**config.mk**
```make
export PLATFORM = sky130hd
export DESIGN_NAME = particle_plotter
export DESIGN_NICKNAME = d
export VERILOG_FILES = /design/src/rtl/particle_plotter.sv
export SDC_FILE = /design/constraint.sdc
export NUM_CORES = 1
export LEC_CHECK = 0
export ABC_AREA = 1
export CAP_MARGIN = 25
export CORE_UTILIZATION = 38
export DETAILED_ROUTE_END_ITERATION = 16
export GPL_TIMING_DRIVEN = 0
export PLACE_DENSITY = 0.62
export SYNTH_ARGS = -nofsm -noshare
export SYNTH_HDL_FRONTEND = slang
export SYNTH_SLANG_ARGS = --single-unit
```
**constraint.sdc**
```tcl
create_clock -name clk_in -period 13.9 [get_ports clk_in]
set_clock_uncertainty 0.2 [all_clocks]
set_input_delay 1.39 -clock clk_in [delete_from_list [all_inputs] [get_ports clk_in]]
set_output_delay 1.39 -clock clk_in [all_outputs]
set_load 0.005 [all_outputs]
```
**src/rtl/particle_plotter.sv**
```systemverilog
// Frame-buffer write stage: clears the buffer once per frame, then
// plots a clipped SPRITE x SPRITE square per accepted particle.
module particle_plotter #(
  parameter int          H_RES       = 320,
  parameter int          V_RES       = 180,
  parameter int          ADDR_W      = 16,
  parameter int          SPRITE      = 2,
  parameter logic [15:0] CLEAR_COLOR = 16'h0000
) (
  input  logic              clk_in,
  input  logic              rst_in,
  input  logic              frame_start_in,
  input  logic              valid_in,
  output logic              ready_out,
  input  logic [15:0]       x_in,
  input  logic [15:0]       y_in,
  input  logic [15:0]       color_in,
  output logic [ADDR_W-1:0] fb_addr_out,
  output logic [15:0]       fb_data_out,
  output logic              fb_we_out,
  output logic              clear_done_out,
  output logic [15:0]       dropped_count_out
);

  typedef enum logic [1:0] {IDLE, CLEAR, PLOT} state_t;

  localparam int NPIX = H_RES * V_RES;
  localparam logic [ADDR_W-1:0] LAST = ADDR_W'(NPIX - 1);
  localparam logic [2:0] SLAST = 3'(SPRITE - 1);

  state_t state, state_n;
  logic [15:0] px, py, pcol, px_n, py_n, pcol_n;
  logic [2:0] dx, dy, dx_n, dy_n;
  logic pending, pending_n;
  logic [ADDR_W-1:0] addr_n;
  logic [15:0] data_n, drop_n;
  logic we_n, done_n, start_clr;

  logic in_plot, last_px, on_screen;
  logic [2:0] sdx, sdy;
  logic [16:0] tx, ty;
  logic [ADDR_W-1:0] pix_addr, clr_next;
  logic [15:0] pix_col;

  assign ready_out = rst_in && state == IDLE && !frame_start_in;

  // Offsets shown on the outputs lead the state by one: the pixel
  // computed here is the one registered at the coming edge.
  assign in_plot = state == PLOT;
  assign last_px = dx == SLAST && dy == SLAST;
  assign sdx = (dx == SLAST) ? 3'd0 : dx + 3'd1;
  assign sdy = (dx == SLAST) ? dy + 3'd1 : dy;
  assign tx = in_plot ? {1'b0, px} + {14'd0, sdx} : {1'b0, x_in};
  assign ty = in_plot ? {1'b0, py} + {14'd0, sdy} : {1'b0, y_in};
  assign on_screen = tx < 17'(H_RES) && ty < 17'(V_RES);
  assign pix_addr = ADDR_W'(ty) * ADDR_W'(H_RES) + ADDR_W'(tx);
  assign pix_col = in_plot ? pcol : color_in;
  assign clr_next = fb_addr_out + ADDR_W'(1);

  always_comb begin
    state_n   = state;
    px_n      = px;
    py_n      = py;
    pcol_n    = pcol;
    dx_n      = dx;
    dy_n      = dy;
    pending_n = pending;
    addr_n    = fb_addr_out;
    data_n    = fb_data_out;
    drop_n    = dropped_count_out;
    we_n      = 1'b0;
    done_n    = 1'b0;
    start_clr = 1'b0;
    unique case (state)
      IDLE: begin
        if (frame_start_in) begin
          start_clr = 1'b1;
        end else if (valid_in) begin
          px_n   = x_in;
          py_n   = y_in;
          pcol_n = color_in;
          if (!on_screen) begin
            if (dropped_count_out != 16'hFFFF)
              drop_n = dropped_count_out + 16'd1;
          end else begin
            state_n = PLOT;
            dx_n    = 3'd0;
            dy_n    = 3'd0;
            we_n    = 1'b1;
            addr_n  = pix_addr;
            data_n  = pix_col;
          end
        end
      end
      CLEAR: begin
        if (frame_start_in) begin
          start_clr = 1'b1;
        end else if (fb_addr_out == LAST) begin
          state_n = IDLE;
        end else begin
          we_n   = 1'b1;
          addr_n = clr_next;
          data_n = CLEAR_COLOR;
          done_n = clr_next == LAST;
        end
      end
      PLOT: begin
        pending_n = pending || frame_start_in;
        if (last_px) begin
          state_n   = IDLE;
          start_clr = pending_n;
          pending_n = 1'b0;
        end else begin
          dx_n = sdx;
          dy_n = sdy;
          if (on_screen) begin
            we_n   = 1'b1;
            addr_n = pix_addr;
            data_n = pix_col;
          end
        end
      end
      default: state_n = IDLE;
    endcase
    if (start_clr) begin
      state_n = CLEAR;
      drop_n  = 16'd0;
      we_n    = 1'b1;
      addr_n  = '0;
      data_n  = CLEAR_COLOR;
      done_n  = LAST == '0;
    end
  end

  always_ff @(posedge clk_in or negedge rst_in) begin
    if (!rst_in) begin
      state             <= IDLE;
      px                <= '0;
      py                <= '0;
      pcol              <= '0;
      dx                <= '0;
      dy                <= '0;
      pending           <= 1'b0;
      fb_addr_out       <= '0;
      fb_data_out       <= '0;
      fb_we_out         <= 1'b0;
      clear_done_out    <= 1'b0;
      dropped_count_out <= '0;
    end else begin
      state             <= state_n;
      px                <= px_n;
      py                <= py_n;
      pcol              <= pcol_n;
      dx                <= dx_n;
      dy                <= dy_n;
      pending           <= pending_n;
      fb_addr_out       <= addr_n;
      fb_data_out       <= data_n;
      fb_we_out         <= we_n;
      clear_done_out    <= done_n;
      dropped_count_out <= drop_n;
    end
  end

endmodule

```
==> flow_metrics.py, run 1 <==
metrics = {
    "drt": {
        "antenna_left": 0,
        "drcViolationCount": 0,
        "drt-initial-drc-count": 486,
        "dr_total_vias": 7242,
        "drtPass1Iterations": 5,
        "vias_per_cell": 5.068,
        "wl_mm": 21.65,
        "post_drt_wl_per_cell_um": 15.15,
    },
    "critical_path": {
        "r2r_start": "dx[1]$_DFFE_PN0P_",
        "reg2reg_slack_ps": 8540,
        "crit_arrival_ps": 5420,
        "cpMostUsedCell": "inv_1",
        "endpoint_kind": "flop",
        "critPathMaxFanout": 5,
        "r2r_cells": 31,
        "cpPeakStageDelay_ps": 400,
        "criticalPathCategory": "flop to flop",
        "setup.worst_path.start_class": "flop",
        "cp_slowest_cell": "dfrtp_1",
        "r2r_end": "fb_addr_out[15]$_DFFE_PN0P_",
        "critPathRequiredTime_ps": 13950,
    },
    "cts": {
        "cts_made_buffers": 9,
        "clk_latency_ps": 360,
        "cts-htree-levels": 3,
        "clkSinkCount": 107,
        "holdBufCountCts": 0,
        "clkTransAtPathRegs_ps": 80,
        "cts_max_path_buffers": 2,
        "root_buffer": "clkbuf_16",
        "cts_setup_buffers": 0,
        "post_cts_resized": 0,
        "cts_tree": "built",
    },
    "timing": {
        "slew_viol_final": 0,
        "fin_crit_ps": 5362,
        "relSlewSlack_pct": 46.08,
        "fmax_ghz": 0.1865,
        "setup_ws_ps": 8538,
        "worstMarginPinSlew_ps": 800.4,
        "hold_violations": 0,
        "rsz0062_at_grt": "false",
        "setup_tns_ps": 0,
        "finalSetupViolations": 0,
        "fin_crit_sh_pct": 38.57,
    },
    "pwr": {
        "power_density_nw_per_um2": 126.9,
        "p_leak_nw": 4.420,
        "ir_drop_mv": 0.06287,
        "p_total_mw": 1.192,
    },
    "floorplanning": {
        "fp.dieW_um": 144.5,
        "design.die.area_sq_um": 20870,
        "start_util_pct": 39.25,
        "die_y_um": 144.5,
        "ios": 103,
        "num_rows": 51,
        "core_sq_um": 19650,
    },
    "yosys": {
        "ys_seq_elements": 107,
        "synthTopCellsByArea": "dfrtp_1, nand2_1, inv_1",
        "yosys.area.top_type": "dfrtp_1",
        "synthCells": 1045,
        "ys_async_sr_fraction_pct": 100.0,
        "synth_commonest_cells": "nand2_1, inv_1, dfrtp_1",
        "netlist.area_leader.share_pct": 34.71,
        "yosysWarnings": 0,
        "synth_edf_count": 0,
        "synth_most_common_cell": "nand2_1",
        "synth_nets": 1134,
        "ys.flop_type": "dfrtp_1",
        "synth_cell_types": 46,
        "ys_seq_area_share_pct": 34.71,
        "synth_area_sq_um": 7714,
        "avgSynthCellArea_sq_um": 7.381,
    },
    "min_path": {
        "min_to": "fb_data_out[12]$_DFFE_PN0P_",
        "hold_class": "flop to flop",
        "min_from": "fb_data_out[12]$_DFFE_PN0P_",
        "holdPathStages": 2,
    },
    "grt": {
        "grt_max_degree": 79,
        "overflow": 0,
        "grt_pass1_vias": 6738,
        "grt_pass1_wl_mm": 34.78,
        "antenna_found_initial": 0,
        "grtUsageTotal_pct": 21.70,
    },
    "final_layout": {
        "areaGrowthSynthToFinish_pct": 21.74,
        "n_antenna_cell": 0,
        "post-route-util_pct": 47.78,
        "fillers": 2052,
        "num-nets-final": 1248,
        "drive_above_1_share_pct": 9.364,
    },
    "run_status": {
        "outcome": "completed",
    },
    "place": {
        "pre_cts_ws_ps": 8591,
        "detailed_place_hpwl_mm": 16.84,
        "place.gp.congestion": 0.8960,
        "port_buffers": 102,
    },
    "run": {
        "cap_violations": 0,
    },
}
[per-layer routing]
| layer | vias to the layer above | GRT usage [%] | share of wire [%] |
|---|---|---|---|
| li1 | 3631 | - | - |
| met1 | 3443 | 30.42 | 49 |
| met2 | 147 | 35.15 | 46 |
| met3 | 21 | 2.947 | 3.9 |
| met4 | 0 | 5.152 | 1.3 |
| met5 | - | 0 | 0 |
[power by group]
part	internal (mW)	total [mW]	switching (mW)	leakage [nW]
Sequential	0.377	0.448	0.0708	1.34
Clock	0.127	0.263	0.136	0.147
Combinational	0.205	0.481	0.276	2.93
[cells by family (layout without fill, tap and decap cells)]
| family | Yosys count | in the layout | synth area share, % |
|---|---|---|---|
| flip-flops | 107 | 107 | 34.71 |
| XOR/XNOR | 41 | 41 | 4.655 |
| adder cells (fa/ha/maj) | 37 | 37 | 6.391 |
| buffers and inverters | 179 | 298 | 10.35 |
| AND/OR/NAND/NOR | 510 | 510 | 29.44 |
| multiplexers | 9 | 9 | 1.314 |
| AO/OA/AOI/OAI | 162 | 162 | 13.14 |
[layout make-up]
cell class | instances | area, sq um | share of cell area (%)
Buffer | 34 | 249.0 | 2.652
Inverter | 145 | 549.3 | 5.849
Multi-Input combinational cell | 759 | 4238 | 45.13
Sequential cell | 107 | 2678 | 28.51
Clock inverter | 7 | 70.07 | 0.7462
Timing Repair Buffer | 103 | 1050 | 11.18
Clock buffer | 9 | 225.2 | 2.398
Tap cell | 265 | 331.6 | 3.531
[worst max-delay path: cells and delay by family, from the launching register on]
family / cells / cell delay [ps]
AOI/OAI and AO/OA: 5 / 800
xor gates and xnor gates: 3 / 530
adders and majority gates: 5 / 1640
buffers and inverters: 7 / 640
DFF: 1 / 400
and+or+nand+nor: 11 / 1020
[cells in the final DEF, fill, tap and decap left out, types with 18 or more instances in the layout]
cell and n:
ha_1 33, a21oi_1 49, nand2_1 255, dfrtp_1 107
nand3_1 93, o211ai_1 18, o21ai_0 46, nand4_1 18
clkdlybuf4s50_1 101, o21ai_2 29, xor2_1 28, nor2_1 85
inv_1 141
[worst max path at each step]
stage	slack, ps	to	startpoint
global placement	5470	ready_out	rst_in
CTS	8530	fb_addr_out[15]$_DFFE_PN0P_	dx[1]$_DFFE_PN0P_
finish	8540	fb_addr_out[15]$_DFFE_PN0P_	dx[1]$_DFFE_PN0P_
detailed placement	8590	fb_addr_out[14]$_DFFE_PN0P_	dx[1]$_DFFE_PN0P_
global route	7970	fb_addr_out[15]$_DFFE_PN0P_	dx[1]$_DFFE_PN0P_
floorplan	9250	fb_addr_out[14]$_DFFE_PN0P_	dx[1]$_DFFE_PN0P_
[stage by stage]
stage / hold WS (ps) / cells / instance area (sq um)
2_1_floorplan: 248.1 / 1045 / 7714
3_3_place_gp: 265.8 / 1412 / 9066
3_5_place_dp: 268.0 / 1413 / 9095
4_1_cts: 287.2 / 1429 / 9390
5_1_grt: 313.5 / 1429 / 9390
6_report: 285.3 / 1429 / 9390
[flip-flops by register name (all words and copies together) (netlist names)]
signal and cells:
clear_done_out 1, px 16, dropped_count_out 16, pending 1
dx 3, fb_addr_out 16, fb_we_out 1, py 16
fb_data_out 16, dy 3, pcol 16, state 2
Power figures use the tool's default switching activity.
==> run 2: changes to the inputs <==
clock period = 5.3 ns   (was 13.9 ns; I/O delays follow)
==> flow_metrics.py, run 2 (synthesis gave the netlist of run 1 again) <==
metrics = {
    "timing": {
        "fin_crit_sh_pct": 92.24,
        "hold_violations": 0,
        "relSlewSlack_pct": 49.26,
        "finalSetupViolations": 0,
        "fmax_ghz": 0.2046,
        "fin_crit_ps": 4889,
        "worstMarginPinSlew_ps": 761.1,
        "slew_viol_final": 0,
        "whs_ps": 282.8,
    },
    "final_layout": {
        "drive_above_1_share_pct": 10.70,
        "num-nets-final": 1252,
        "fillers": 2039,
        "final_cell_mix": "nand2_1, inv_1, dfrtp_1",
        "areaGrowthSynthToFinish_pct": 23.20,
        "seqCellArea_sq_um": 2678,
        "n_antenna_cell": 0,
        "final_common_cell": "nand2_1",
        "post-route-util_pct": 48.35,
        "multi_input_area_sq_um": 4315,
    },
    "pwr": {
        "p_leak_nw": 4.447,
        "ir_drop_mv": 0.1651,
        "power_density_nw_per_um2": 333.4,
        "p_total_mw": 3.168,
    },
    "critical_path": {
        "r2r_start": "dx[1]$_DFFE_PN0P_",
        "crit_buf_inv": 7,
        "cpPeakStageDelay_ps": 410,
        "cp_top_family": "adder cells",
        "crit_arrival_ps": 4940,
        "critPathMaxFanout": 5,
        "cp_slowest_cell": "dfrtp_1",
        "r2r_cells": 31,
        "critPathRequiredTime_ps": 5360,
        "criticalPathCategory": "flop to flop",
        "setup.worst_path.start_class": "flop",
        "crit_start": "dx[1]$_DFFE_PN0P_",
        "endpoint_kind": "flop",
        "r2r_end": "fb_addr_out[15]$_DFFE_PN0P_",
        "reg2reg_slack_ps": 410,
    },
    "floorplanning": {
        "design.die.area_sq_um": 20870,
        "start_util_pct": 39.25,
        "fp.dieW_um": 144.5,
        "num_rows": 51,
        "ios": 103,
        "core_sq_um": 19650,
        "die_y_um": 144.5,
    },
    "drt": {
        "drtPass1Iterations": 5,
        "vias_per_cell": 5.050,
        "drt-initial-drc-count": 459,
        "dr_total_vias": 7236,
        "wl_mm": 21.86,
        "drcViolationCount": 0,
        "post_drt_wl_per_cell_um": 15.25,
        "antenna_left": 0,
    },
    "cts": {
        "cts_max_path_buffers": 2,
        "clk_latency_ps": 360,
        "root_buffer": "clkbuf_16",
        "cts_tree": "built",
        "clkTransAtPathRegs_ps": 80,
        "cts-htree-levels": 3,
        "cts_made_buffers": 9,
        "clkSinkCount": 107,
    },
    "min_path": {
        "holdPathStages": 2,
        "hold_class": "flop to flop",
        "min_from": "fb_data_out[12]$_DFFE_PN0P_",
        "min_to": "fb_data_out[12]$_DFFE_PN0P_",
    },
    "place": {
        "place.gp.congestion": 0.8960,
        "detailed_place_hpwl_mm": 16.84,
        "port_buffers": 102,
    },
    "grt": {
        "overflow": 0,
        "grt_pass1_vias": 6747,
        "grtUsageTotal_pct": 21.73,
        "antenna_found_initial": 0,
        "grt_max_degree": 79,
        "grt_pass1_wl_mm": 34.84,
    },
    "run_status": {
        "outcome": "completed",
    },
    "run": {
        "cap_violations": 0,
    },
}
run 2: routing by layer:
layer	up-vias	GRT usage, %	share of wire [%]
met5	-	0	0
met4	0	5.152	1.4
met3	23	2.947	3.8
met2	142	35.25	46
met1	3436	30.44	48
li1	3635	-	-
run 2: repair_timing:
action	4_1_cts	5_1_grt
buffers inserted	0	3
pin swaps	0	3
hold endpoints to repair	29	0
endpoints found under the setup margin	2	4
gates resized for setup	1	18
hold buffers	1	0
run 2: stage by stage:
| step | setup TNS [ps] | setup WS, ps | std cells | instance area (sq um) |
|---|---|---|---|---|
| 3_5_place_dp | -14.94 | -8.911 | 1413 | 9095 |
| 3_3_place_gp | -101060 | -1411 | 1412 | 9066 |
| 4_1_cts | 0 | 29.76 | 1430 | 9400 |
| 5_1_grt | -31.55 | -31.55 | 1433 | 9503 |
| 2_1_floorplan | 0 | 648.9 | 1045 | 7714 |
| 6_report | 0 | 411.2 | 1433 | 9503 |
run 2: how the worst max path moves through the flow:
stage / endpoint / depth (start not counted)
after global routing: fb_addr_out[15]$_DFFE_PN0P_ / 31
after detailed placement: fb_addr_out[14]$_DFFE_PN0P_ / 28
after global placement: ready_out / 4
after floorplan: fb_addr_out[14]$_DFFE_PN0P_ / 28
final: fb_addr_out[15]$_DFFE_PN0P_ / 31
after CTS: fb_addr_out[15]$_DFFE_PN0P_ / 31
run 2: layout make-up:
type | instances | area share (%)
Clock buffer | 9 | 2.370
Sequential cell | 107 | 28.18
Tap cell | 265 | 3.489
Buffer | 34 | 2.646
Timing Repair Buffer | 107 | 11.39
Clock inverter | 7 | 0.7373
Multi-Input combinational cell | 759 | 45.41
Inverter | 145 | 5.780
run 2: tightest hold or removal path, cell delays in order (launching register included):
cell and delay (ps):
dfrtp_1 340, nand2_1 60, o21ai_2 50
run 2: report_power, final:
group | total [mW] | internal [mW] | switching, mW
Clock | 0.689 | 0.334 | 0.355
Combinational | 1.30 | 0.563 | 0.742
Sequential | 1.17 | 0.989 | 0.186
Total | 3.17 | 1.89 | 1.28
==> run 3: changes to the inputs <==
CORE_UTILIZATION = 50   (was 38)
DONT_BUFFER_PORTS = 1   (was default)
PLACE_DENSITY = 0.68   (was 0.62)
==> flow_metrics.py, run 3 (synthesis gave the netlist of run 1 again) <==
metrics = {
    "timing": {
        "slew_viol_final": 0,
        "rsz0062_at_grt": "false",
        "finalSetupViolations": 0,
        "fmax_ghz": 0.2025,
        "fin_crit_sh_pct": 93.17,
        "hold_violations": 0,
        "fin_crit_ps": 4938,
        "worstMarginPinSlew_ps": 762.0,
        "whs_ps": 108.6,
        "relSlewSlack_pct": 49.20,
    },
    "critical_path": {
        "reg2reg_slack_ps": 360,
        "endpoint_kind": "flop",
        "cp_slowest_cell": "fa_1",
        "r2r_cells": 31,
        "setup.worst_path.start_class": "flop",
        "crit_start": "dx[0]$_DFFE_PN0P_",
        "critPathRequiredTime_ps": 5360,
        "crit_arrival_ps": 5000,
        "r2r_start": "dx[0]$_DFFE_PN0P_",
        "critPathMaxFanout": 8,
        "cpPeakStageDelay_ps": 360,
        "criticalPathCategory": "flop to flop",
    },
    "floorplanning": {
        "die_y_um": 126.2,
        "design.die.area_sq_um": 15930,
        "fp.dieW_um": 126.2,
        "core_sq_um": 15150,
        "ios": 103,
        "start_util_pct": 50.93,
        "num_rows": 45,
    },
    "grt": {
        "overflow": 0,
        "grt_pass1_vias": 6255,
        "busiest_layer": "met2",
        "grt_pass1_wl_mm": 31.99,
        "use_met1_pct": 35.44,
        "grtUsageTotal_pct": 25.79,
        "met2_usage_pct": 40.92,
        "antenna_found_initial": 0,
        "grt.met3_usage_pct": 4.928,
        "grt_max_degree": 108,
    },
    "cts": {
        "clkTransAtPathRegs_ps": 80,
        "clkSinkCount": 107,
        "cts_made_buffers": 9,
        "root_buffer": "clkbuf_16",
        "cts_max_path_buffers": 2,
        "cts_tree": "built",
        "cts-htree-levels": 3,
        "clk_latency_ps": 360,
    },
    "min_path": {
        "min_from": "y_in[14]",
        "holdPathStages": 1,
        "hold_class": "primary input to flop",
    },
    "final_layout": {
        "fillers": 1454,
        "num-nets-final": 1148,
        "areaGrowthSynthToFinish_pct": 8.418,
        "layout.cells.non_filler": 1252,
        "final_common_cell": "nand2_1",
        "drive_above_1_share_pct": 11.00,
        "final_cell_mix": "nand2_1, inv_1, dfrtp_1",
        "n_antenna_cell": 0,
        "post-route-util_pct": 55.22,
    },
    "drt": {
        "vias_per_cell": 5.388,
        "drt-initial-drc-count": 436,
        "post_drt_wl_per_cell_um": 15.87,
        "antenna_left": 0,
        "dr_total_vias": 6746,
        "wl_mm": 19.87,
        "drcViolationCount": 0,
        "drtPass1Iterations": 5,
    },
    "pwr": {
        "power_density_nw_per_um2": 361.6,
        "ir_drop_mv": 0.1802,
        "p_total_mw": 3.024,
        "p_leak_nw": 4.057,
    },
    "run": {
        "cap_violations": 0,
    },
    "place": {
        "port_buffers": 0,
        "detailed_place_hpwl_mm": 15.17,
        "place.gp.congestion": 0.9038,
        "place_inst": 1233,
    },
    "run_status": {
        "outcome": "completed",
    },
}
[run 3: critical path, delay by kind of cell, from the launching register on]
family	cells	cell delay (ps)
compound gates	5	770
fa+ha+maj	5	1430
flops	1	330
xor+xnor	3	500
simple gates	11	990
buf+inv	7	620
[run 3: final timing paths]
check / end
max in group asynchronous: fb_we_out$_DFF_PN0_
min: py[14]$_DFFE_PN0P_
max: fb_addr_out[15]$_DFFE_PN0P_
min in group asynchronous: px[14]$_DFFE_PN0P_
min reg2reg: px[2]$_DFFE_PN0P_
max reg2reg: fb_addr_out[15]$_DFFE_PN0P_
[run 3: what timing repair did]
item                                   4_1_cts  5_1_grt
resized for setup                            3       10
hold buffers                                 2        0
setup buffers                                0        1
setup endpoints to repair                    2        3
pin swaps                                    0        2
endpoints found under the hold margin      107        0
[run 3: power by group]
part	switching [mW]	internal (mW)	total [mW]
combinational	0.678	0.434	1.11
clock	0.348	0.375	0.723
sequential	0.200	0.989	1.19
total	1.23	1.80	3.02
[run 3: routing by layer]
layer / wire length (um) / part of all wire (%) / vias up
met5: 0 / 0 / -
met4: 352 / 1.8 / 0
met3: 1089 / 5.5 / 21
met2: 9148 / 46 / 158
met1: 9274 / 47 / 3130
li1: - / - / 3437
[run 3: metrics by stage]
| stage | setup TNS (ps) | setup slack, ps | cell area (sq um) |
|---|---|---|---|
| 2_1_floorplan | 0 | 648.9 | 7714 |
| 3_3_place_gp | -65.45 | -65.45 | 7949 |
| 3_5_place_dp | -100.2 | -100.2 | 7949 |
| 4_1_cts | 0 | 44.44 | 8308 |
| 5_1_grt | 0 | 23.97 | 8363 |
| 6_report | 0 | 362.2 | 8363 |
[run 3: area by class of cell]
class / instances / area (sq um) / share of cell area [%]
Tap cell: 188 / 235.2 / 2.813
Inverter: 145 / 549.3 / 6.568
Clock buffer: 9 / 225.2 / 2.693
Buffer: 34 / 251.5 / 3.007
Sequential cell: 107 / 2678 / 32.02
Multi-Input combinational cell: 759 / 4293 / 51.33
Timing Repair Buffer: 3 / 45.04 / 0.5386
Clock inverter: 7 / 86.33 / 1.032
